==> config.mk <==
export PLATFORM = sky130hd
export DESIGN_NAME = ones_count_accumulator
export DESIGN_NICKNAME = d
export VERILOG_FILES = /design/src/rtl/ones_count_accumulator_pkg.sv /design/src/rtl/ones_count_accumulator_sat_add.sv /design/src/rtl/ones_count_accumulator.sv
export SDC_FILE = /design/constraint.sdc
export NUM_CORES = 1
export LEC_CHECK = 0
export CAP_MARGIN = 0
export CORE_ASPECT_RATIO = 1.75
export CORE_MARGIN = 3
export CORE_UTILIZATION = 40
export DETAILED_ROUTE_END_ITERATION = 6
export PLACE_DENSITY = 0.72
export SYNTH_ARGS = -nofsm -noshare
export SYNTH_HDL_FRONTEND = slang
export SYNTH_SLANG_ARGS = --single-unit
export TNS_END_PERCENT = 1
==> constraint.sdc <==
create_clock -name clk -period 1.7 [get_ports clk]
set_input_delay 0.51 -clock clk [delete_from_list [all_inputs] [get_ports clk]]
set_output_delay 0.51 -clock clk [all_outputs]
set_load 0.05 [all_outputs]
==> src/rtl/ones_count_accumulator_pkg.sv <==
// Shared types and constants for the frame-level ones-count accumulator.
// The state enum is shared so the top and any bound checkers agree on encodings.
package ones_count_accumulator_pkg;

   localparam int SUM_W_DEF   = 8;
   localparam int WORDS_W_DEF = 8;
   localparam int CNT_W       = 2;

   typedef enum logic [1:0] {
      IDLE  = 2'd0,
      ACCUM = 2'd1,
      DONE  = 2'd2
   } state_t;

endpackage

==> src/rtl/ones_count_accumulator_sat_add.sv <==
// Unsigned saturating adder: clamps to all-ones on carry out and flags it.
// Adding to an already all-ones operand either carries or adds zero, so clamping is sticky.
module sat_add #(
   parameter int W = 8
) (
   input  logic [W-1:0] a,
   input  logic [W-1:0] b,
   output logic [W-1:0] sum,
   output logic         sat
);

   logic [W:0] full;

   assign full = {1'b0, a} + {1'b0, b};
   assign sat  = full[W];
   assign sum  = full[W] ? {W{1'b1}} : full[W-1:0];

endmodule

==> src/rtl/ones_count_accumulator.sv <==
// Accumulates per-beat ones counts into a saturating per-frame total and beat count.
// Handshake: a beat transfers on a rising edge with in_valid && in_ready; the result transfers with out_valid && out_ready.
module ones_count_accumulator
   import ones_count_accumulator_pkg::*;
#(
   parameter int SUM_W   = SUM_W_DEF,
   parameter int WORDS_W = WORDS_W_DEF
) (
   input  logic               clk,
   input  logic               rst_n,
   input  logic               in_valid,
   output logic               in_ready,
   input  logic [CNT_W-1:0]   in_cnt,
   input  logic               in_last,
   output logic               out_valid,
   input  logic               out_ready,
   output logic [SUM_W-1:0]   out_sum,
   output logic [WORDS_W-1:0] out_words,
   output logic               out_ovf
);

   state_t             state, state_nxt;
   logic [SUM_W-1:0]   sum_q, sum_nxt, sum_add, cnt_ext;
   logic [WORDS_W-1:0] words_q, words_nxt, words_add;
   logic               ovf_q, ovf_nxt;
   logic               sum_sat, words_sat;

   assign cnt_ext = SUM_W'(in_cnt);

   sat_add #(.W(SUM_W)) u_sum_add (
      .a   (sum_q),
      .b   (cnt_ext),
      .sum (sum_add),
      .sat (sum_sat)
   );

   sat_add #(.W(WORDS_W)) u_words_add (
      .a   (words_q),
      .b   (WORDS_W'(1)),
      .sum (words_add),
      .sat (words_sat)
   );

   // Handshake outputs come from the state register alone, never from in_valid/out_ready.
   assign in_ready  = (state != DONE);
   assign out_valid = (state == DONE);
   assign out_sum   = sum_q;
   assign out_words = words_q;
   assign out_ovf   = ovf_q;

   always_comb begin
      state_nxt = state;
      sum_nxt   = sum_q;
      words_nxt = words_q;
      ovf_nxt   = ovf_q;
      case (state)
         IDLE: begin
            if (in_valid) begin
               sum_nxt   = cnt_ext;
               words_nxt = WORDS_W'(1);
               ovf_nxt   = 1'b0;
               state_nxt = in_last ? DONE : ACCUM;
            end
         end
         ACCUM: begin
            if (in_valid) begin
               sum_nxt   = sum_add;
               words_nxt = words_add;
               ovf_nxt   = ovf_q | sum_sat | words_sat;
               if (in_last) state_nxt = DONE;
            end
         end
         DONE: begin
            if (out_ready) begin
               sum_nxt   = '0;
               words_nxt = '0;
               ovf_nxt   = 1'b0;
               state_nxt = IDLE;
            end
         end
         default: begin
            state_nxt = IDLE;
         end
      endcase
   end

   always_ff @(posedge clk or negedge rst_n) begin
      if (!rst_n) begin
         state   <= IDLE;
         sum_q   <= '0;
         words_q <= '0;
         ovf_q   <= 1'b0;
      end else begin
         state   <= state_nxt;
         sum_q   <= sum_nxt;
         words_q <= words_nxt;
         ovf_q   <= ovf_nxt;
      end
   end

endmodule

==> metrics.md <==
| Metric | Value |
|---|---|
| Status | complete, but fails checks |
| Failing checks | setup timing |
| Post-CTS Hold Buffers | 0 |
| Max Slew Vio Count | 0 |
| Worst Path Buf+Inv | 2 |
| Critical path origin | in_cnt[1] |
| Fin nets | 186 |
| Synthesized Nets | 144 |
| WP data arrival | 1.93 ns |
| Asr flop ratio synth | 1.00 |
| Port Buffer Count | 25 |
| Peak VDD IR | 0.00126 V |
| Seq/Total Area, Yosys | 0.393 |
| CTS Buffer Depth | 2 |
| R2r setup slk | -0.04 ns |
| Via Count | 1,174 |
| Mux contribution to synthesized area | 0 |
| First-pass GRT wire length | 5290 um |
| XOR/XNOR Fraction of Synth Area | 0 |
| Initial Util | 0.435 |
| Slew HR | 0.731 |
| Syn_area_per_cell | 9.39 um^2 |
| Worst hold margin | 0.574 ns |
| Crit-path cells | clkdlybuf4s15_1 -> inv_2 -> fa_2 -> nand3b_1 -> or2_1 -> a21oi_1 -> a2bb2oi_1 |
| Violation count after the first detailed-route iteration | 38 |
| End point of the critical path | out_sum[1]$_DFFE_PN0P_ |
| Commonest non-fill, non-tap cell in the layout | buf_12 |
| Seq pwr share | 0.231 |
| CP Data Required Time | 1.88 ns |
| Mapped cell area | 1210 um^2 |
| H-tree Lvls | 1 |
| Critical path capture point type | flop |
| CTS Sinks | 19 |
| RSZ-0062 raised after global routing | yes |
| Fraction of the mapped netlist area in adder cells | 0.0888 |
| Die Ht | 78.8 um |
| Initial antenna violation count | 0 |
| Number of core rows | 25 |
| Final setup fails | 3 |
| CTS tree | done |
| Post-DRT Antenna Nets | 0 |
| Total Power | 2.77 mW |
| Die W | 47.6 um |
| Clock Latency Late Sink | 0.26 ns |
| Fin crit period | 1.75 ns |
| Root Buffer | clkbuf_8 |
| Period utilisation layout | 1.03 |
| Vias in the first global route | 1,172 |
| First-pass detailed-route iteration total | 4 |
| Via density | 5.96 |
| Dpl hpwl | 2310 um |
| #FFs+latches synth | 19 |
| Final Worst Setup Slack | -0.0484 ns |
| Cell variety after synth | 37 |
| Mapped Cells | 129 |
| Largest net degree at the start of global routing | 20 |
| Postcts setup bufs | 0 |
| Number of max-cap violations | 0 |
| Clock skew | 0.00305 ns |
| Slowest-stage cell, CP | fa_2 |
| Largest area contributor in the netlist | dfrtp_1 |
| Ys flop type | dfrtp_1 |
| Synth Area in Simple Gates | 0.152 |
| Routability cong. | 0.871 |
| Diode count | 0 |
| Switch share | 0.435 |
| Worst-path clk slew | 0.08 ns |
| Logic pwr share | 0.652 |
| Startpoint Class | input port |
| Most frequent cells in the layout | buf_12, dfrtp_1, a21oi_1, buf_4, nor2_1 |
| Clock buffer count from CTS | 3 |
| Fmax | 0.572 GHz |
| Largest family of logic cells by synthesized area | compound AO/OA/AOI/OAI gates |
| Post-synth top area share | 0.393 |
| Avg WL per Cell | 15.8 um |
| LEAKAGE | 0.824 nW |
| Final hold violations | 0 |
| WP depth | 7 |
| DRC errors left | 0 |
| Clock power share | 0.118 |
| Critical path fanouts, max | 3 |
| Die area | 3750 um^2 |
| Final wirelength | 3110 um |
| Post-synthesis compound-gate area fraction | 0.286 |
| Area Overhead vs Synth | 54.6% |
| Post-route setup TNS | -0.115 ns |
| Number of synthesized flops with an enable pin | 0 |
| Min-delay worst type | input port to asynchronous set/reset pin |
| CP max stage delay | 0.37 ns |
| Int Power | 1.57 mW |
| Top post-synthesis cells by area | dfrtp_1, ha_1, a21oi_1, inv_1, nor2_1 |
| Register-to-Register Path Depth | 7 |
| GRT Total Usage | 0.192 |
| Yosys warns | 0 |
| Reg-to-reg critical path startpoint | out_sum[0]$_DFFE_PN0P_ |
| Crit-path leading delay family | simple AND/OR/NAND/NOR gates |
| Core Footprint | 2780 um^2 |
| Layout cells sized above 1 | 0.382 |
| Psw | 1.20 mW |
| Reg-to-reg critical path endpoint | out_sum[1]$_DFFE_PN0P_ |
| Ports | 26 |
| Pwr dens | 1480 nW/um^2 |
| Slew @ Worst Pin | 0.399 ns |
| Total gr overflow | 0 |
| Setup CP Type | input port to flop |
[power groups by stage]
stage	clock network, mW	registers [mW]	logic, mW
2_1_floorplan	0	0.845	0.807
3_3_place_gp	0	0.634	1.70
3_5_place_dp	0	0.641	1.74
4_1_cts	0.328	0.638	1.77
5_1_grt	0.362	0.649	1.94
6_report	0.326	0.639	1.81
[layout make-up]
| cell class | count | area [um^2] |
|---|---|---|
| repair buffers | 41 | 568 |
| multi-input cells | 93 | 698 |
| clock buffers | 3 | 41.3 |
| well taps | 27 | 33.8 |
| flip-flops and latches | 19 | 478 |
| clock inverters | 1 | 5.00 |
| inverters | 13 | 48.8 |
| fillers | 208 | 911 |
[how the worst min path moves through the flow]
stage | start | to | slack [ns] | cells after the start
after floorplan | rst_n | out_ovf$_DFFE_PN0P_ | 0.21 | 0
after detailed placement | state[0]$_DFFE_PN0P_ | state[0]$_DFFE_PN0P_ | 0.58 | 1
final | rst_n | out_words[6]$_DFFE_PN0P_ | 0.57 | 2
after global routing | rst_n | out_words[6]$_DFFE_PN0P_ | 0.60 | 2
after CTS | rst_n | out_words[6]$_DFFE_PN0P_ | 0.58 | 2
after global placement | state[0]$_DFFE_PN0P_ | state[0]$_DFFE_PN0P_ | 0.55 | 1
[through the flow]
| step | instance area, um^2 | util | setup slack, ns | std cells |
|---|---|---|---|---|
| 6_report | 1870 | 0.673 | -0.0484 | 197 |
| 5_1_grt | 1870 | 0.673 | -0.126 | 197 |
| 4_1_cts | 1840 | 0.661 | -0.0730 | 197 |
| 3_5_place_dp | 1790 | 0.642 | -0.706 | 193 |
| 3_3_place_gp | 1790 | 0.642 | -0.655 | 193 |
| 2_1_floorplan | 1230 | - | -0.209 | 129 |
[flip-flops by register name (all words and copies together) (netlist names)]
| register | flops |
|---|---|
| out_sum | 8 |
| out_words | 8 |
| state | 2 |
| out_ovf | 1 |
[per-layer routing]
metal,share of wire,global-route usage,vias to the layer above
li1,-,-,553
met1,0.39,0.230,573
met2,0.54,0.308,38
met3,0.036,0.0340,10
met4,0.033,0.105,0
met5,0,0,-
[synthesized netlist by cell type, types with 2 or more instances]
library cell and instances:
nor3_1 3, nand3_1 5, a21o_1 2, a31oi_1 5
a2bb2oi_1 4, nand2_1 7, o31ai_1 3, and3_1 2
a21oi_1 15, nand2b_1 2, inv_1 13, buf_6 3
o22a_1 3, dfrtp_1 19, o21ai_0 4, a31o_2 2
ha_1 7, nor2_1 11
[kinds of logic after synthesis]
| family | after synthesis |
|---|---|
| AO/OA/AOI/OAI | 48 |
| buffers and inverters | 17 |
| adder cells (fa/ha/maj) | 8 |
| flip-flops | 19 |
| AND/OR/NAND/NOR | 37 |
[repair_timing]
action,in CTS,in global routing
gates resized for setup,12,9
endpoints found under the hold margin,0,0
setup endpoints to repair,12,18
pin swaps,2,5
Power figures use the tool's default switching activity.
